[config.mk]
export PLATFORM = sky130hd
export DESIGN_NAME = vram_word_fetcher
export DESIGN_NICKNAME = d
export VERILOG_FILES = /design/src/rtl/vram_word_fetcher_pkg.sv /design/src/rtl/vram_word_fetcher_sync_fifo.sv /design/src/rtl/vram_word_fetcher.sv
export SDC_FILE = /design/constraint.sdc
export NUM_CORES = 1
export LEC_CHECK = 0
export ABC_CLOCK_PERIOD_IN_PS = 6650
export BUFFER_PORTS_ARGS = -buffer_cell sky130_fd_sc_hd__buf_2
export CORE_ASPECT_RATIO = 1.25
export CORE_MARGIN = 4
export CORE_UTILIZATION = 30
export CTS_CLUSTER_SIZE = 25
export DETAILED_ROUTE_END_ITERATION = 10
export HOLD_SLACK_MARGIN = 0.08
export PLACE_DENSITY = 0.44
export SYNTH_ARGS = -nofsm -noshare
export SYNTH_HDL_FRONTEND = slang
export SYNTH_HIERARCHICAL = 1
export SYNTH_SLANG_ARGS = --single-unit
[constraint.sdc]
create_clock -name clk -period 6.65 [get_ports clk]
set_input_delay 1.33 -clock clk [delete_from_list [all_inputs] [get_ports clk]]
set_output_delay 1.33 -clock clk [all_outputs]
set_load 0.1 [all_outputs]
[src/rtl/vram_word_fetcher_pkg.sv]
// Shared video-RAM types for the port-B fetch path: word geometry and fetch FSM states.
package vram_word_fetcher_pkg;

  localparam int VRAM_WORD_ADDR_W = 10;
  localparam int VRAM_WORD_W      = 16;

  typedef enum logic [1:0] {
    IDLE  = 2'd0,
    FETCH = 2'd1,
    DRAIN = 2'd2
  } fetch_state_t;

endpackage

[src/rtl/vram_word_fetcher_sync_fifo.sv]
// Synchronous FIFO with a registered head word, occupancy count and synchronous flush.
module sync_fifo #(
  parameter int WIDTH = 16,
  parameter int DEPTH = 4
) (
  input  logic                         clk,
  input  logic                         reset,
  input  logic                         flush,
  input  logic                         push,
  input  logic [WIDTH-1:0]             wdata,
  input  logic                         pop,
  output logic [WIDTH-1:0]             head,
  output logic                         valid,
  output logic [$clog2(DEPTH+1)-1:0]   count
);

  localparam int PTR_W = $clog2(DEPTH);
  localparam int CNT_W = $clog2(DEPTH + 1);

  logic [WIDTH-1:0] mem [DEPTH];
  logic [PTR_W-1:0] rd_ptr;
  logic [PTR_W-1:0] wr_ptr;
  logic             pop_ok;
  logic             body_to_head;
  logic             push_to_head;
  logic             push_to_body;

  assign valid = (count != '0);

  // The head register holds the oldest word; mem holds everything behind it.
  always_comb begin
    pop_ok       = pop && (count != '0);
    body_to_head = pop_ok && (count > CNT_W'(1));
    push_to_head = push && ((count == '0) || (pop_ok && (count == CNT_W'(1))));
    push_to_body = push && !push_to_head;
  end

  always_ff @(posedge clk or posedge reset) begin
    if (reset) begin
      head   <= '0;
      count  <= '0;
      rd_ptr <= '0;
      wr_ptr <= '0;
    end else if (flush) begin
      count  <= '0;
      rd_ptr <= '0;
      wr_ptr <= '0;
    end else begin
      if (body_to_head) begin
        head   <= mem[rd_ptr];
        rd_ptr <= rd_ptr + 1'b1;
      end else if (push_to_head) begin
        head <= wdata;
      end
      if (push_to_body) begin
        wr_ptr <= wr_ptr + 1'b1;
      end
      count <= count + CNT_W'(push) - CNT_W'(pop_ok);
    end
  end

  always_ff @(posedge clk) begin
    if (push_to_body && !flush) begin
      mem[wr_ptr] <= wdata;
    end
  end

endmodule

[src/rtl/vram_word_fetcher.sv]
// Port-B sequential word fetcher: streams a run of VRAM words into a credit-limited FIFO.
// Optional FETCH_UNDERRUN_CNT_EN adds an 8-bit saturating consumer-starvation counter.
//
// state | meaning
// IDLE  | waiting for start; no reads outstanding
// FETCH | issuing reads while FIFO credit and remaining words allow
// DRAIN | all reads issued; waiting for pipeline and FIFO to empty
module vram_word_fetcher
  import vram_word_fetcher_pkg::*;
#(
  parameter int FIFO_DEPTH = 4,
  parameter int ADDR_W     = VRAM_WORD_ADDR_W
) (
  input  logic                   clk,
  input  logic                   reset,
  input  logic                   start,
  input  logic                   abort,
  input  logic [ADDR_W-1:0]      base_addr,
  input  logic [ADDR_W:0]        word_count,
  output logic                   busy,
  output logic                   done,
  output logic                   ram_en,
  output logic [ADDR_W-1:0]      ram_addr,
  input  logic [VRAM_WORD_W-1:0] ram_rdata,
  output logic [VRAM_WORD_W-1:0] out_data,
  output logic                   out_valid,
  input  logic                   out_ready
`ifdef FETCH_UNDERRUN_CNT_EN
  , output logic [7:0]           underrun_cnt
`endif
);

  localparam int CNT_W = $clog2(FIFO_DEPTH + 1);

  fetch_state_t      state_q, state_d;
  logic [ADDR_W-1:0] addr_q, addr_d;
  logic [ADDR_W:0]   rem_q, rem_d;
  logic [ADDR_W-1:0] issue_addr;
  logic              issue;
  logic              rd_pend_q;
  logic              zero_start;
  logic              zero_done_q;
  logic              drain_done;
  logic [CNT_W-1:0]  fifo_count;
  logic [CNT_W:0]    credit_used;
  logic              credit_ok;
  logic              pop;

  assign pop = out_valid && out_ready;

  // Credit counts words already queued plus reads in the ENB register and RAM stages.
  assign credit_used = {1'b0, fifo_count} + (CNT_W+1)'(ram_en) + (CNT_W+1)'(rd_pend_q);
  assign credit_ok   = credit_used < (CNT_W+1)'(FIFO_DEPTH);

  always_ff @(posedge clk or posedge reset) begin
    if (reset) state_q <= IDLE;
    else       state_q <= state_d;
  end

  always_comb begin
    state_d    = state_q;
    addr_d     = addr_q;
    rem_d      = rem_q;
    issue      = 1'b0;
    issue_addr = addr_q;
    zero_start = 1'b0;
    drain_done = 1'b0;
    case (state_q)
      IDLE: begin
        if (start) begin
          if (word_count == '0) begin
            zero_start = 1'b1;
          end else begin
            issue      = 1'b1;
            issue_addr = base_addr;
            addr_d     = base_addr + 1'b1;
            rem_d      = word_count - 1'b1;
            state_d    = (word_count == (ADDR_W+1)'(1)) ? DRAIN : FETCH;
          end
        end
      end
      FETCH: begin
        if ((rem_q != '0) && credit_ok) begin
          issue  = 1'b1;
          addr_d = addr_q + 1'b1;
          rem_d  = rem_q - 1'b1;
          if (rem_q == (ADDR_W+1)'(1)) state_d = DRAIN;
        end
      end
      DRAIN: begin
        if (!ram_en && !rd_pend_q && !out_valid) begin
          drain_done = 1'b1;
          state_d    = IDLE;
        end
      end
      default: state_d = IDLE;
    endcase
    if (abort) begin
      state_d    = IDLE;
      issue      = 1'b0;
      zero_start = 1'b0;
      drain_done = 1'b0;
    end
  end

  always_ff @(posedge clk or posedge reset) begin
    if (reset) begin
      addr_q      <= '0;
      rem_q       <= '0;
      ram_en      <= 1'b0;
      ram_addr    <= '0;
      rd_pend_q   <= 1'b0;
      zero_done_q <= 1'b0;
    end else begin
      addr_q      <= addr_d;
      rem_q       <= rem_d;
      ram_en      <= issue;
      if (issue) ram_addr <= issue_addr;
      rd_pend_q   <= ram_en && !abort;
      zero_done_q <= zero_start;
    end
  end

  // busy drops in the same cycle the completion pulse is shown.
  assign done = zero_done_q || drain_done;
  assign busy = (state_q != IDLE) && !drain_done;

  sync_fifo #(
    .WIDTH (VRAM_WORD_W),
    .DEPTH (FIFO_DEPTH)
  ) u_fifo (
    .clk   (clk),
    .reset (reset),
    .flush (abort),
    .push  (rd_pend_q),
    .wdata (ram_rdata),
    .pop   (pop),
    .head  (out_data),
    .valid (out_valid),
    .count (fifo_count)
  );

`ifdef FETCH_UNDERRUN_CNT_EN
  always_ff @(posedge clk or posedge reset) begin
    if (reset) begin
      underrun_cnt <= '0;
    end else if (start && !abort && (state_q == IDLE)) begin
      underrun_cnt <= '0;
    end else if (busy && out_ready && !out_valid && (underrun_cnt != 8'hFF)) begin
      underrun_cnt <= underrun_cnt + 8'd1;
    end
  end
`endif

endmodule

; ---- Word-level counts from Yosys, hierarchy flattened
; Memory sizes are Yosys's and may differ from the RTL's.
; Cells that the tools add are included.
; W data, S select, Z words.
[word_totals]
reg_bits = 59
ramBits = 64
out_inout_bits = 30
mem_count = 1
[mem_list]
columns = name, depth, word_bits, read_ports, rd_ports_with_merged_regs, write_ports, line_no
row1 = u_fifo.mem, 4, 16, 1, 0, 1, vram_word_fetcher_sync_fifo.sv:20  ; logic [WIDTH-1:0] mem [DEPTH];
[op_classes]
add_sub_neg = 10
order_cmp = 2
eq_ne = 13
mux = 40
bitwise_logic = 1
reduce_logical = 33
[ops]
columns = op, n
row1 = $mux W10, 6
row2 = $mux W11, 3
row3 = $mux W16, 2
row4 = $eq A11 B1 Y1 const B, 2
row5 = $mux W2, 11
row6 = $pmux W11 S2, 1
row7 = $sub A11 B1 Y11 const B, 2
row8 = $add A10 B1 Y10 const B, 2
row9 = $pmux W10 S2, 1
row10 = $ne A3 B3 Y1 const B, 5
row11 = $mux W1, 13
row12 = $logic_and A1 B1 Y1, 12
row13 = $logic_not A11 Y1, 1
row14 = $reduce_bool A11 Y1, 1
row15 = $reduce_bool A2 Y1, 5
row16 = $logic_not A1 Y1, 6
row17 = $ne A2 B2 Y1 const B, 3
row18 = $pmux W2 S3, 1
row19 = $reduce_and A5 Y1, 1
row20 = $add A2 B1 Y2 const B, 2
row21 = $add A3 B1 Y4, 1
row22 = $add A4 B1 Y4, 1
row23 = $lt A4 B3 Y1 const B, 1
row24 = $reduce_and A4 Y1, 1
row25 = 14 further kinds, 15

; ---- Longest topological paths before layout
[logic_depth]
depth_word = 11
ltp_mapped = 11
mapped_depth_nobuf = 11

; ---- Hierarchy
; Netlist, hierarchy kept.
[by_module_without_submodules]
columns = module, instances, cells_per_inst, area_per_inst_um2, seq_area_each_um2
row1 = sync_fifo, 1, 192, 3540.9, 2497.4
row2 = vram_word_fetcher, 1, 302, 2568.7, 900.9

; ---- Worst setup path after synthesis
; No wires, ideal clock.
[synth_timing]
path_type = register to output
startpoint = register u_fifo.count[1]
endpoint = output busy
arrival_ps = 2951
required_ps = 5320
setup_slack_ps = 2369
stages_incl_launch_ff = 6
n_path_buf = 0
path_cell_list = dfrtp_1 > inv_1 > nand3_1 > nor3_1 > nor2b_1 > nor2_1
[synth_via]
elab_chain_cells = 8
[synth_lines]
columns = element, line_no
row1 = "start, declared", vram_word_fetcher_sync_fifo.sv:14  ; output logic [$clog2(DEPTH+1)-1:0] count
row2 = "start signal, assigned", vram_word_fetcher_sync_fifo.sv:58  ; count <= count + CNT_W'(push) - CNT_W'(pop_ok);
row3 = $reduce_bool A3 Y1, vram_word_fetcher_sync_fifo.sv:28  ; assign valid = (count != '0);
row4 = net out_valid, vram_word_fetcher.sv:26  ; output logic out_valid,
row5 = $logic_not A1 Y1, vram_word_fetcher.sv:91  ; if (!ram_en && !rd_pend_q && !out_valid) begin
row6 = $logic_and A1 B1 Y1, vram_word_fetcher.sv:91
row7 = $mux W1, vram_word_fetcher.sv:91
row8 = $mux W1, vram_word_fetcher.sv:68  ; case (state_q)
row9 = $mux W1, vram_word_fetcher.sv:98  ; if (abort) begin
row10 = $logic_not A1 Y1, vram_word_fetcher.sv:126  ; assign busy = (state_q != IDLE) && !drain_done;
row11 = $logic_and A1 B1 Y1, vram_word_fetcher.sv:126
row12 = "end, declared", vram_word_fetcher.sv:20  ; output logic busy,
; The timed path passes the listed nets, and every way through them passes these cells.

; ---- Final worst setup path
[layout_timing]
startpoint = input abort
endpoint = output done
[layout_via]
elab_chain_cells = 2
[layout_lines]
columns = element, line_no
row1 = "start, declared", vram_word_fetcher.sv:17  ; input logic abort,
row2 = $mux W1, vram_word_fetcher.sv:98
row3 = $logic_or A1 B1 Y1, vram_word_fetcher.sv:125  ; assign done = zero_done_q || drain_done;
row4 = "end, declared", vram_word_fetcher.sv:21  ; output logic done,
; Every way passes these cells.

==> results.py <==
metrics = {
    "clocking": {
        "clk-insertion-delay-late_ns": 0.42,
        "tritoncts_num_sinks": 123,
        "cts-resized-gates": 0,
        "cts_hold_buf": 0,
        "cts_inserted_buffers": 17,
        "post_cts.repair.setup_buffers": 0,
        "tritoncts": "built",
        "cts_max_path_buffers": 2,
        "htree_num_levels": 4,
        "cts.reportedPaths.clkPinSlew_ns": 0.05,
        "cts-root-buf": "clkbuf_16",
    },
    "critical_path": {
        "cp_max_fo": 15,
        "timing.critical_path.slowest_cell_delay_ns": 0.48,
        "slowest_stage": "or3b_2",
        "setup.worst_path.end_class": "output port",
        "start_kind": "primary input",
        "crit_chain": "buf_2 > or3b_2 > nor2b_1 > or2_2 > buf_2",
        "critPathBufInv": 2,
        "required_arrival_time_at_the_worst_endpoint_ns": 5.32,
        "critPathMostFrequentCell": "buf_2",
        "arrival_time_at_the_worst_endpoint_ns": 2.76,
        "critical-path-top-delay-family": "simple AND/OR/NAND/NOR gates",
        "critical_path_type": "primary input to output port",
    },
    "floorplan": {
        "die_y_um": 168,
        "rows": 58,
        "starting_density_pct": 30.4,
        "die_area_mm2": 0.0227,
        "floorplan.die.width_um": 136,
        "io_pins": 72,
        "floorplan.core_area_mm2": 0.0201,
    },
    "synth": {
        "synth_top_flop_cell": "edfxtp_1",
        "synth_sequential_area_ratio_pct": 55.6,
        "yosys_warnings": 6,
        "post_syn_area_mm2": 0.00611,
        "post_synthesis_register_bit_count": 123,
        "synth_fp_nets": 553,
        "synth.distinct_cells": 69,
        "synth-async-reset-ratio_pct": 48.0,
        "synth_enable_flop_cells": 64,
        "syn_area_per_cell_um2": 12.4,
        "syn_inst": 494,
    },
    "place": {
        "placed_cell_area_mm2": 0.00670,
        "globalplace.congestion": 0.762,
        "dpl.hpwl_um": 9910,
        "place.detailed.instances": 817,
        "io_buffer_count": 71,
    },
    "final_layout": {
        "fin_nets": 625,
        "share_of_post_route_cells_with_drive_strength_above_1_pct": 24.7,
        "area_delta_synth_final_pct": 18.7,
        "antenna_cells": 0,
        "finish.cell_count_without_fillers": 849,
        "fillCellCount": 1998,
        "finish.instance_area_mm2": 0.00725,
        "layout.cells.most_common": "buf_2",
        "most-common-layout-cells": "buf_2 (71), edfxtp_1 (64), dfrtp_1 (59)",
        "postLayoutCoreUtil_pct": 36.1,
    },
    "power": {
        "max-vdd-ir-drop_v": 0.000218,
        "power_density_over_cell_area_mw_per_mm2": 484,
        "reported_leakage_power_nw": 2.88,
    },
    "timing": {
        "maxSlewHeadroom_pct": 36.9,
        "timing_max_transition_violations_final": 0,
        "min_period_over_period_pct": 61.5,
        "final_setup_violation_count": 0,
        "finalHoldViolCount": 0,
        "finalSetupTns_ns": 0,
        "post-route-min-period_ns": 4.09,
        "fmax_ghz": 0.245,
        "rsz0062_at_grt": "no",
        "tightest_slew_ns": 0.946,
        "layout_skew_ns": 0.0135,
    },
    "route": {
        "wl_um": 14600,
        "drc_viols": 0,
        "routed_via_density": 4.94,
        "final_antenna_net_count": 0,
        "route.vias.total": 4197,
        "drtIter0Drc": 226,
        "detail_route.first_pass.iterations": 5,
        "drt-wirelength-per-cell_um": 17.2,
    },
    "outcome": {
        "outcome": "completed",
    },
    "global_route": {
        "pin_count_of_the_biggest_net_entering_global_routing": 37,
        "antenna_found_initial": 0,
        "groute.usage.overall_pct": 13.5,
        "first_global_vias": 4380,
        "overall_overflow_remaining_after_global_route": 0,
        "grt_pass1_wl_um": 23700,
    },
    "flow_run": {
        "maxCapViolCount": 0,
    },
    "hold_path": {
        "hp-class": "register to register",
    },
}
## routing by layer
layer,wire [um],GRT usage (%)
met5,0,0
met4,206,4.73
met3,653,3.55
met2,7450,23.3
met1,6270,16.1
## sequential cells by signal, indices dropped and copies added, names as in the netlist
signal and count:
addr_q 10, ram_addr 10, ram_en 1, rd_pend_q 1, rem_q 11, state_q 2
u_fifo/count 3, u_fifo/head 16, u_fifo/mem 64, u_fifo/rd_ptr 2, u_fifo/wr_ptr 2, zero_done_q 1
## stage by stage
step           setup slack [ns]  total power, mW  hold slack, ns
3_3_place_gp               2.54             2.65           0.490
5_1_grt                    2.51             3.71           0.530
6_report                   2.56             3.51           0.503
3_5_place_dp               2.54             2.67           0.491
2_1_floorplan              2.37             2.39           0.474
4_1_cts                    2.55             3.56           0.510
## cells by family (layout without fill, tap and decap cells)
group / count (synthesis) / in the layout / synth area share, %
adder cells (fa/ha/maj): 17 / 17 / 3.60
AO/OA/AOI/OAI: 104 / 104 / 12.2
AND/OR/NAND/NOR: 167 / 167 / 15.1
buffers and inverters: 41 / 126 / 3.58
XOR/XNOR: 13 / 13 / 1.86
flip-flops: 123 / 123 / 55.6
multiplexers: 29 / 29 / 8.09
## path summary, 6_finish.rpt
kind,slack [ns],depth (start not counted),endpoint,from
max reg2reg,3.83,6,u_fifo/head[9]$_DFFE_PP0P_,u_fifo/count[1]$_DFF_PP0_
min reg2reg,0.50,1,u_fifo/head[5]$_DFFE_PP0P_,u_fifo/head[5]$_DFFE_PP0P_
max,2.56,5,done,abort
min in group asynchronous,0.98,3,u_fifo/head[3]$_DFFE_PP0P_,reset
max in group asynchronous,5.25,3,addr_q[4]$_DFFE_PP0P_,reset
min,0.50,1,u_fifo/head[5]$_DFFE_PP0P_,u_fifo/head[5]$_DFFE_PP0P_
## cells in the mapped netlist (3+ instances only)
library cell	count	area, um2
xor2_1	7	61.3
a21oi_1	30	150
nor3b_1	5	37.5
nand3_1	14	70.1
o31ai_1	3	22.5
nor2b_1	14	87.6
a221o_1	16	160
mux4_2	16	360
edfxtp_1	64	1920
and2b_1	6	45.0
mux2i_1	12	120
o21ai_0	16	80.1
ha_1	16	200
xnor2_1	6	52.6
clkbuf_1	9	33.8
and2_1	8	50.1
buf_6	7	78.8
dfrtp_1	59	1480
nor3_1	12	60.1
nor2_1	42	158
inv_1	16	60.1
o22ai_1	6	37.5
nand2b_1	3	18.8
a31oi_1	6	37.5
buf_2	7	35.0
nand4_1	4	25.0
nand2_1	35	131
or3_1	3	18.8
## power breakdown
part / internal (mW) / switching (mW) / leakage (nW)
Sequential: 0.968 / 0.158 / 1.29
Clock: 0.535 / 0.332 / 0.268
Combinational: 0.372 / 1.14 / 1.32
Total: 1.87 / 1.63 / 2.88
## area by class of cell
| cell class | count | area (um2) | area share, % |
|---|---|---|---|
| clock buffers | 23 | 468 | 6.45 |
| repair buffers | 78 | 408 | 5.62 |
| multi-input cells | 330 | 2490 | 34.4 |
| inverters | 16 | 60.1 | 0.828 |
| clock inverters | 9 | 90.1 | 1.24 |
| well taps | 270 | 338 | 4.66 |
| flip-flops and latches | 123 | 3400 | 46.8 |
(Power assumes the default switching activity.)
